==> src/rtl/uart_host.sv <==
// rtl/uart_host.sv - 8N1 UART host with RX/TX FIFOs, CTRL/STAT/DATA registers, RTS/CTS and level IRQ
module uart_host #(
  parameter int RXFIFO_DEPTH_BITS = 4,
  parameter int TXFIFO_DEPTH_BITS = 4
) (
  input  logic       clk,
  input  logic       resetn,
  input  logic       rx_pin_i,
  output logic       tx_pin_o,
  output logic       txde_o,
  input  logic       cts_pin_i,
  output logic       rts_pin_o,
  output logic [7:0] reg_d_o,
  input  logic [7:0] reg_d_i,
  input  logic       reg_wr_i,
  input  logic       reg_rd_i,
  input  logic       reg_cs_ctrl_i,
  input  logic       reg_cs_stat_i,
  input  logic       reg_cs_data_i,
  output logic       irq_o
);
  localparam int RB = RXFIFO_DEPTH_BITS;
  localparam int TB = TXFIFO_DEPTH_BITS;
  localparam logic [RB:0] RX_DEPTH   = (RB+1)'(1 << RB);
  localparam logic [RB:0] RX_RTS_LVL = (RB+1)'((1 << RB) - 2);
  localparam logic [TB:0] TX_DEPTH   = (TB+1)'(1 << TB);

  typedef enum logic [1:0] {S_IDLE, S_START, S_DATA, S_STOP} state_t;
  state_t tx_state, tx_next, rx_state, rx_next;

  logic [5:0]    ctrl;
  logic          rx_ferr, rx_ovf, tx_ovf;
  logic [7:0]    rx_mem [1 << RB];
  logic [7:0]    tx_mem [1 << TB];
  logic [RB-1:0] rx_wp, rx_rp;
  logic [RB:0]   rx_cnt;
  logic [TB-1:0] tx_wp, tx_rp;
  logic [TB:0]   tx_cnt;
  logic          rx_s1, rx_s, rx_prev, cts_s1, cts_s;
  logic [12:0]   tx_div, tx_bcnt, rx_div, rx_bcnt;
  logic [2:0]    tx_bit, rx_bit;
  logic [7:0]    tx_shift, rx_shift;
  logic [7:0]    stat;

  function automatic logic [12:0] baud_div(input logic [2:0] sel);
    case (sel)
      3'd0:    baud_div = 13'd5000;
      3'd1:    baud_div = 13'd2500;
      3'd2:    baud_div = 13'd1250;
      3'd3:    baud_div = 13'd833;
      3'd4:    baud_div = 13'd417;
      3'd5:    baud_div = 13'd208;
      3'd6:    baud_div = 13'd48;
      default: baud_div = 13'd16;
    endcase
  endfunction

  logic wr_ctrl, wr_stat, wr_data, rd_data;
  logic rx_empty, rx_full, tx_empty, tx_full, tx_idle;
  logic tx_push, tx_start, rx_pop, rx_push, rx_stop_evt;
  logic tx_tick, rx_tick, rx_half, rx_fall;

  assign wr_ctrl  = reg_wr_i & reg_cs_ctrl_i;
  assign wr_stat  = reg_wr_i & reg_cs_stat_i;
  assign wr_data  = reg_wr_i & reg_cs_data_i;
  assign rd_data  = reg_rd_i & reg_cs_data_i;
  assign rx_empty = (rx_cnt == '0);
  assign rx_full  = (rx_cnt == RX_DEPTH);
  assign tx_empty = (tx_cnt == '0);
  assign tx_full  = (tx_cnt == TX_DEPTH);
  assign tx_idle  = tx_empty & (tx_state == S_IDLE);

  assign tx_push     = wr_data & ~tx_full;
  assign rx_pop      = rd_data & ~rx_empty;
  // CTS is only consulted here, so a frame in flight always completes
  assign tx_start    = (tx_state == S_IDLE) & ~tx_empty & ~(ctrl[3] & cts_s);
  assign tx_tick     = (tx_bcnt == tx_div - 13'd1);
  assign rx_tick     = (rx_bcnt == rx_div - 13'd1);
  assign rx_half     = (rx_bcnt == (rx_div >> 1) - 13'd1);
  assign rx_fall     = rx_prev & ~rx_s;
  assign rx_stop_evt = (rx_state == S_STOP) & rx_tick;
  assign rx_push     = rx_stop_evt & rx_s & ~rx_full;

  assign stat      = {rx_empty, rx_full, rx_ferr, rx_ovf, tx_full, tx_empty, tx_ovf, tx_idle};
  assign rts_pin_o = ctrl[3] & (rx_cnt >= RX_RTS_LVL);

  always_comb begin
    reg_d_o = 8'h00;
    if (reg_cs_data_i)      reg_d_o = rx_empty ? 8'h00 : rx_mem[rx_rp];
    else if (reg_cs_stat_i) reg_d_o = stat;
    else if (reg_cs_ctrl_i) reg_d_o = {2'b00, ctrl};
  end

  always_ff @(posedge clk or negedge resetn) begin
    if (!resetn) begin
      tx_state <= S_IDLE;
      rx_state <= S_IDLE;
    end else begin
      tx_state <= tx_next;
      rx_state <= rx_next;
    end
  end

  always_comb begin
    tx_next  = tx_state;
    tx_pin_o = 1'b1;
    txde_o   = 1'b0;
    case (tx_state)
      S_IDLE:  if (tx_start) tx_next = S_START;
      S_START: begin
        tx_pin_o = 1'b0;
        txde_o   = 1'b1;
        if (tx_tick) tx_next = S_DATA;
      end
      S_DATA: begin
        tx_pin_o = tx_shift[0];
        txde_o   = 1'b1;
        if (tx_tick && tx_bit == 3'd7) tx_next = S_STOP;
      end
      S_STOP: begin
        txde_o = 1'b1;
        if (tx_tick) tx_next = S_IDLE;
      end
      default: tx_next = S_IDLE;
    endcase
  end

  always_comb begin
    rx_next = rx_state;
    case (rx_state)
      S_IDLE:  if (rx_fall) rx_next = S_START;
      S_START: if (rx_half) rx_next = rx_s ? S_IDLE : S_DATA;
      S_DATA:  if (rx_tick && rx_bit == 3'd7) rx_next = S_STOP;
      S_STOP:  if (rx_tick) rx_next = S_IDLE;
      default: rx_next = S_IDLE;
    endcase
  end

  // FIFO storage carries no reset; occupancy counters alone define validity
  always_ff @(posedge clk) begin
    if (tx_push) tx_mem[tx_wp] <= reg_d_i;
    if (rx_push) rx_mem[rx_wp] <= rx_shift;
  end

  always_ff @(posedge clk or negedge resetn) begin
    if (!resetn) begin
      ctrl     <= 6'h04;
      rx_ferr  <= 1'b0;
      rx_ovf   <= 1'b0;
      tx_ovf   <= 1'b0;
      rx_wp    <= '0;
      rx_rp    <= '0;
      rx_cnt   <= '0;
      tx_wp    <= '0;
      tx_rp    <= '0;
      tx_cnt   <= '0;
      rx_s1    <= 1'b1;
      rx_s     <= 1'b1;
      rx_prev  <= 1'b1;
      cts_s1   <= 1'b1;
      cts_s    <= 1'b1;
      tx_div   <= '0;
      tx_bcnt  <= '0;
      tx_bit   <= '0;
      tx_shift <= '0;
      rx_div   <= '0;
      rx_bcnt  <= '0;
      rx_bit   <= '0;
      rx_shift <= '0;
      irq_o    <= 1'b0;
    end else begin
      rx_s1   <= rx_pin_i;
      rx_s    <= rx_s1;
      rx_prev <= rx_s;
      cts_s1  <= cts_pin_i;
      cts_s   <= cts_s1;
      irq_o   <= (ctrl[4] & ~rx_empty) | (ctrl[5] & tx_empty);

      if (wr_ctrl) ctrl <= reg_d_i[5:0];
      if (wr_stat && reg_d_i[5]) rx_ferr <= 1'b0;
      if (wr_stat && reg_d_i[4]) rx_ovf  <= 1'b0;
      if (wr_stat && reg_d_i[1]) tx_ovf  <= 1'b0;
      if (wr_data && tx_full) tx_ovf <= 1'b1;
      if (rx_stop_evt && !rx_s) rx_ferr <= 1'b1;
      if (rx_stop_evt && rx_s && rx_full) rx_ovf <= 1'b1;

      if (tx_push)  tx_wp <= tx_wp + TB'(1);
      if (tx_start) tx_rp <= tx_rp + TB'(1);
      case ({tx_push, tx_start})
        2'b10:   tx_cnt <= tx_cnt + (TB+1)'(1);
        2'b01:   tx_cnt <= tx_cnt - (TB+1)'(1);
        default: ;
      endcase
      if (rx_push) rx_wp <= rx_wp + RB'(1);
      if (rx_pop)  rx_rp <= rx_rp + RB'(1);
      case ({rx_push, rx_pop})
        2'b10:   rx_cnt <= rx_cnt + (RB+1)'(1);
        2'b01:   rx_cnt <= rx_cnt - (RB+1)'(1);
        default: ;
      endcase

      // Divisors are latched at frame start so baud changes never split a frame
      if (tx_start) begin
        tx_shift <= tx_mem[tx_rp];
        tx_div   <= baud_div(ctrl[2:0]);
        tx_bcnt  <= '0;
        tx_bit   <= '0;
      end else if (tx_state != S_IDLE) begin
        tx_bcnt <= tx_tick ? 13'd0 : tx_bcnt + 13'd1;
        if (tx_state == S_DATA && tx_tick) begin
          tx_shift <= tx_shift >> 1;
          tx_bit   <= tx_bit + 3'd1;
        end
      end

      case (rx_state)
        S_IDLE: begin
          rx_bcnt <= '0;
          rx_bit  <= '0;
          if (rx_fall) rx_div <= baud_div(ctrl[2:0]);
        end
        S_START: rx_bcnt <= rx_half ? 13'd0 : rx_bcnt + 13'd1;
        default: begin
          rx_bcnt <= rx_tick ? 13'd0 : rx_bcnt + 13'd1;
          if (rx_state == S_DATA && rx_tick) begin
            rx_shift <= {rx_s, rx_shift[7:1]};
            rx_bit   <= rx_bit + 3'd1;
          end
        end
      endcase
    end
  end
endmodule

==> config.mk <==
export PLATFORM = sky130hd
export DESIGN_NAME = uart_host
export DESIGN_NICKNAME = d
export VERILOG_FILES = /design/src/rtl/uart_host.sv
export SDC_FILE = /design/constraint.sdc
export NUM_CORES = 1
export LEC_CHECK = 0
export BUFFER_PORTS_ARGS = -buffer_cell sky130_fd_sc_hd__buf_2
export CAP_MARGIN = 20
export CORE_UTILIZATION = 45
export DETAILED_ROUTE_END_ITERATION = 7
export GPL_TIMING_DRIVEN = 0
export HOLD_SLACK_MARGIN = 0.08
export PLACE_DENSITY = 0.64
export SYNTH_ARGS = -nofsm -noshare
export SYNTH_HDL_FRONTEND = slang
export SYNTH_SLANG_ARGS = --single-unit
==> constraint.sdc <==
create_clock -name clk -period 4.8 [get_ports clk]
set_input_delay 0 -clock clk [delete_from_list [all_inputs] [get_ports clk]]
set_output_delay 0 -clock clk [all_outputs]
set_load 0.02 [all_outputs]
==> impl_metrics.csv, run 1 <==
group,metric,value,unit
outcome,status,"finished with violations",
outcome,failed_checks,"design-rule violations",
critical_path,r2r_slack,0.33,ns
placed_design,pre_cts_ws,-0.597,ns
floorplan,pin_count,29,
clock_tree,numCtsBuffers,40,
clock_tree,ctsHtreeMaxLevel,2,
critical_path,crit_arrival,4.88,ns
cells_and_area,drive_gt1_frac,0.177,
logic_synthesis,async_flop_share,0.306,
critical_path,cp.buffers_inverters,5,
grt,grt_pass1_wl,55000,µm
logic_synthesis,ys_seq_area_frac,0.639,
sta,skew,0.0236,ns
logic_synthesis,synthFlopType,"edfxtp_1",
floorplan,dieArea,37400,µm²
clock_tree,numClockSinks,369,
sta,setup_violations,0,
hold_path,min_path_type,"in -> reg",
critical_path,critical_path.max_fanout,8,
floorplan,design.core.area,35800,µm²
pwr,p_comb_frac,0.334,
logic_synthesis,netlist_instances,1145,
placed_design,place_congestion,0.814,
flow_run,cap_viol_max_count,0,
logic_synthesis,syn-num-nets,1194,
sta,fin_crit,4.47,ns
floorplan,start_util,0.460,
cells_and_area,final_core_util,0.525,
clock_tree,root_buffer,"clkbuf_16",
cells_and_area,diodes,0,
floorplan,die_x,193,µm
sta,hold_viol,0,
critical_path,worstSetupEndpointType,"register",
critical_path,crit_type,"reg -> reg",
logic_synthesis,synth_edf_count,256,
placed_design,dp_hpwl,23200,µm
logic_synthesis,yosys_warnings,0,
logic_synthesis,synth_cell_types,60,
routing,wl_per_cell,19.7,µm
pwr,ir_drop,0.286,mV
critical_path,cp_top_family,"simple AND/OR/NAND/NOR gates",
grt,grt_usage,0.187,
critical_path,crit_required,5.22,ns
placed_design,portBuffers,28,
clock_tree,insertion_delay,0.54,ns
logic_synthesis,syn_avg_cell_area,14.4,µm²
logic_synthesis,ys_seq_elements,369,
grt,grt_overflow_total,0,
pwr,p_int,7.02,mW
critical_path,cp-start-kind,"register",
pwr,swShare,0.336,
pwr,power_density,562,nW/µm²
sta,max_slew_margin,0.377,
critical_path,crit_start,"rx_div[6]",
cells_and_area,nFillCells,2903,
clock_tree,clk_pin_slew,0.06,ns
floorplan,fp-row-count,69,
hold_path,hp-start,"reg_rd_i",
sta,fin_ws,0.332,ns
sta,worstMarginPinSlew,0.932,ns
routing,viasPerCell,5.57,
logic_synthesis,synth_area,16500,µm²
sta,fmax,224,MHz
clock_tree,cts_tree,"built",
clock_tree,max-clock-path-buffers,3,
critical_path,critical_path.slowest_cell,"or4_4",
sta,report.final.slew_viol_count,0,
critical_path,r2r_start,"rx_div[6]",
pwr,p_seq_frac,0.378,
cells_and_area,seqCellArea,10500,µm²
pwr,p_leak,6.92,nW
routing,drc,1,
grt,grt_pass1_vias,9737,
cells_and_area,syn_to_final_growth,14.2,%
critical_path,critical-path-max-stage-delay,0.55,ns
cells_and_area,layout.nets,1292,
routing,drtAntennaViolNets,0,
floorplan,die_y,193,µm
critical_path,crit_chain,"clkbuf_1 -> or4_4 -> or3_1 -> clkbuf_1 -> nor4_1 -> xnor2_1 -> nand4_2 -> buf_4 -> nor4b_4 -> inv_1 -> ha_1 -> clkbuf_1 -> xor2_1 -> ha_1 -> o21ai_0 -> a21oi_1 -> a21oi_1 -> xor2_1 -> nor2_1 -> xor2_1",
grt,grt_max_degree,83,
pwr,p_clk_frac,0.288,
grt,antenna_found_initial,1,
routing,routed_wl,34300,µm
sta,fin_crit_sh,0.931,
pwr,net-switching-power,3.55,mW
routing,num_vias,9671,
routing,drt-initial-drc-count,568,
cells_and_area,multi_input_area,5600,µm²
routing,dr.pass1.iters,7,
metrics by stage:
stage	instance area [µm²]	setup TNS (ns)	std cells	power, mW	hold WS [ns]
6_report	18800	0	1736	10.6	0.108
5_1_grt	18800	-0.00786	1736	11.2	0.106
4_1_cts	18800	0	1735	10.7	0.0856
3_5_place_dp	17300	-5.91	1643	7.59	-0.0889
3_3_place_gp	17200	-12.55	1634	7.50	0.108
2_1_floorplan	16500	0	1145	6.67	-0.296
layer usage:
metal,GRT usage,wire length [µm],vias up
li1,-,-,4480
met1,0.259,15400,4938
met2,0.311,17000,197
met3,0.0260,1260,54
met4,0.0462,680,2
met5,0,13,-
final cells by class:
| type | count | area share |
|---|---|---|
| well taps | 461 | 0.0307 |
| repair buffers | 58 | 0.0235 |
| inverters | 34 | 0.00678 |
| clock inverters | 27 | 0.0148 |
| plain buffers | 61 | 0.0128 |
| flip-flops and latches | 369 | 0.559 |
| clock buffers | 47 | 0.0546 |
| multi-input cells | 679 | 0.297 |
registers in the layout, summed over array words and instances (netlist names), 2 cells and up, named ones only:
register and count:
ctrl 6, rx_bit 3, tx_cnt 5, tx_state 2
tx_mem 128, rx_wp 4, rx_cnt 5, rx_div 10
rx_rp 4, rx_shift 8, tx_bit 3, rx_bcnt 13
tx_wp 4, tx_rp 4, tx_div 10, tx_bcnt 13
tx_shift 8, rx_mem 128
kinds of logic (layout without fill, tap and decap cells):
kind of cell               count (synthesis)  in the layout  synth area share
buffers and inverters                     97            227            0.0228
muxes                                    107            107             0.122
adders and majority gates                 32             32            0.0248
and+or+nand+nor                          307            307            0.0904
DFF                                      369            369             0.639
AOI/OAI and AO/OA                        148            148            0.0560
xor gates and xnor gates                  85             85            0.0452
cell usage in the layout, fill, tap and decap left out, drive strengths merged, types with 6 or more instances in the layout:
cell	instances
nor3	17
nor2b	7
nor3b	12
nand2b	10
nand2	97
xor2	38
o21ai	57
and3	16
xnor2	47
a31oi	8
mux2i	10
o22ai	8
clkinv	17
a21oi	27
dlygate4sd3	17
mux2	24
nand4	10
nor2	85
nand3	24
inv	38
o211ai	7
buf	62
ha	31
a21o	14
a22o	6
mux4	73
dfrtp	107
dfstp	6
edfxtp	256
clkbuf	87
nor4	9
final timing paths:
path,depth (start not counted),endpoint
min in group asynchronous,4,rx_bcnt[0]
worst min register to register,0,cts_s
max in group asynchronous,4,ctrl[2]
worst max-delay path,20,rx_cnt[4]
worst min-delay path,4,rx_rp[0]
worst max register to register,20,rx_cnt[4]
cells in the mapped netlist (17+ instances only):
cell	n	area share
o21ai_0	57	0.017
nand3_1	24	0.0073
edfxtp_1	256	0.47
xnor2_1	47	0.025
nor3_1	17	0.0052
mux4_2	73	0.10
inv_1	34	0.0077
xor2_1	38	0.020
clkbuf_1	42	0.0096
mux2_2	24	0.016
a21oi_1	27	0.0082
nand2_1	96	0.022
dfrtp_1	107	0.16
nor2_1	85	0.019
ha_1	31	0.024
worst min-delay path: stages:
cell and delay [ns]:
buf_2 0.11, and3_1 0.15, clkbuf_1 0.19, xor2_1 0.16
timing repair:
action	in CTS	in global routing
setup buffers	1	2
endpoints found under the hold margin	255	0
hold buffers	18	0
pin swaps	1	1
resized for setup	2	4
setup endpoints to repair	106	2
power by group through the flow:
stage                     clock network (mW)  registers, mW  logic (mW)
final                                   3.04           4.00        3.53
after global routing                    3.23           4.04        3.91
after CTS                               3.10           3.98        3.57
after detailed placement                   0           4.05        3.54
after global placement                     0           4.03        3.47
after floorplan                            0           3.97        2.70
Note: power is estimated with default switching activity, not from simulation.
==> run 2: changes to the inputs <==
- CTS_BUF_LIST: not set -> sky130_fd_sc_hd__clkbuf_8
- PLACE_DENSITY: 0.64 -> 0.75
==> run 2 against run 1 <==
Net effect: the flow now finishes without violations; clock-buffer cell count up 15; final cell count up 2.2%; sequential share of layout area up 0.42 points; combinational power up 3%; sequential cell count unchanged; critical path depth down 1; critical path type unchanged; critical endpoint unchanged.
==> impl_metrics.csv, run 2 (synthesized netlist as in run 1, its figures left out) <==
group,metric,value,unit
cells_and_area,layout.nets,1314,
cells_and_area,syn_to_final_growth,13.3,%
sta,fin_crit,4.46,ns
floorplan,fp-row-count,69,
critical_path,cp-start-kind,"register",
sta,fin_crit_sh,0.929,
clock_tree,insertion_delay,0.63,ns
pwr,p_leak,6.98,nW
outcome,status,"finished clean",
routing,drtAntennaViolNets,0,
critical_path,crit_required,5.31,ns
placed_design,place_congestion,0.906,
floorplan,pin_count,29,
grt,grt_max_degree,58,
clock_tree,max-clock-path-buffers,3,
sta,rsz0062_at_grt,"false",
sta,setup_violations,0,
floorplan,design.core.area,35800,µm²
placed_design,place_area,17300,µm²
grt,grt_pass1_wl,55600,µm
sta,finalSetupTns,0,ns
critical_path,worstSetupEndpointType,"register",
placed_design,dpl.cell_count,1642,
sta,report.final.slew_viol_count,0,
routing,drt-initial-drc-count,737,
cells_and_area,fin_cells,1774,
critical_path,crit_arrival,4.97,ns
pwr,design_power_total,10.1,mW
clock_tree,ctsHtreeMaxLevel,2,
cells_and_area,final_cell_mix,"edfxtp_1 (256), dfrtp_1 (107), nand2_1 (96)",
clock_tree,cts_tree,"built",
hold_path,min_path_type,"in -> reg",
placed_design,dp_hpwl,23000,µm
pwr,power_density,538,nW/µm²
grt,grt_pass1_vias,10000,
sta,hold_viol,0,
routing,dr.pass1.iters,7,
floorplan,dieArea,37400,µm²
routing,viasPerCell,5.60,
clock_tree,numClockSinks,369,
cells_and_area,diodes,0,
grt,grt_overflow_total,0,
clock_tree,root_buffer,"clkbuf_8",
routing,routed_wl,35100,µm
critical_path,critical_path.max_fanout,9,
pwr,ir_drop,0.229,mV
routing,drc,0,
cells_and_area,reg_top3,"rx_mem (128), tx_mem (128)",
cells_and_area,stdcell_area,18700,µm²
routing,num_vias,9931,
grt,antenna_found_initial,0,
floorplan,start_util,0.460,
critical_path,crit_type,"reg -> reg",
grt,grt_usage,0.190,
clock_tree,numCtsBuffers,57,
cells_and_area,final_common_cell,"edfxtp_1",
placed_design,portBuffers,28,
cells_and_area,drive_gt1_frac,0.181,
floorplan,die_x,193,µm
sta,skew,0.0335,ns
flow_run,cap_viol_max_count,0,
floorplan,die_y,193,µm
sta,max_slew_margin,0.354,
routing,wl_per_cell,19.8,µm
clock_tree,clk_pin_slew,0.07,ns
sta,fmax,224,MHz
sta,worstMarginPinSlew,0.969,ns
run 2: changes by cell type in the layout (fill, tap and decap cells not counted), moves of 4 or more:
| cell | delta |
|---|---|
| clkbuf_8 | +62 |
| clkbuf_16 | -40 |
| inv_1 | +26 |
| clkbuf_1 | -6 |
| clkinv_2 | -5 |
| dlygate4sd3_1 | +5 |
| bufinv_16 | -4 |
| clkinv_1 | +4 |
run 2: metal layers:
metal / global-route usage / up-vias / wire length, µm
met4: 0.0670 / 0 / 907
met1: 0.250 / 5054 / 14900
met2: 0.323 / 284 / 17500
met3: 0.0289 / 60 / 1730
met5: 0 / - / 0
li1: - / 4533 / -
run 2: critical path, cell delays in order (launching register included):
cell and delay [ns]:
dfrtp_1 0.36, buf_4 0.18, or4_4 0.56, or3_1 0.33, clkbuf_1 0.19, nor4_1 0.31
xnor2_1 0.17, nand4_2 0.20, nor4b_4 0.28, inv_1 0.09, ha_1 0.21, clkbuf_1 0.21
xor2_1 0.19, ha_1 0.23, o21ai_1 0.18, a21oi_1 0.11, a21oi_1 0.18, xor2_1 0.16
nor2_1 0.06, xor2_1 0.14
run 2: final cells by class:
cell class / instances / area, µm²
plain buffers: 62 / 245
clock buffers: 62 / 853
clock inverters: 45 / 218
fillers: 2863 / 17200
inverters: 34 / 128
multi-input cells: 679 / 5630
flip-flops and latches: 369 / 10500
well taps: 461 / 577
repair buffers: 62 / 497
run 2: repair_timing:
item / in CTS / in global routing
setup buffers: 2 / 1
pin swaps: 2 / 1
endpoints found under the hold margin: 259 / 0
resized for setup: 1 / 12
hold buffers: 23 / 0
endpoints found under the setup margin: 119 / 1
run 2: final timing paths:
check | from | to | slack (ns) | depth (start not counted)
min reg2reg | cts_s1 | cts_s | 0.36 | 0
max | rx_div[4] | rx_cnt[4] | 0.34 | 19
min | reg_d_i[7] | tx_mem[0][7] | 0.32 | 2
max reg2reg | rx_div[4] | rx_cnt[4] | 0.34 | 19
min in group asynchronous | resetn | cts_s | 0.49 | 3
max in group asynchronous | resetn | rx_s | 3.93 | 4
run 2: metrics by stage:
| step | hold slack, ns | setup WS [ns] | utilization |
|---|---|---|---|
| floorplan | -0.296 | 0.223 | - |
| global placement | 0.108 | -0.507 | 0.480 |
| detailed placement | 0.0112 | -0.747 | 0.482 |
| CTS | 0.265 | 0.0156 | 0.520 |
| global route | 0.299 | 0.0655 | 0.521 |
| finish | 0.315 | 0.339 | 0.521 |
run 2: report_power, final:
part / switching [mW] / total (mW) / internal [mW]
logic: 2.06 / 3.63 / 1.57
registers: 0.266 / 3.99 / 3.73
clock network: 1.23 / 2.43 / 1.20
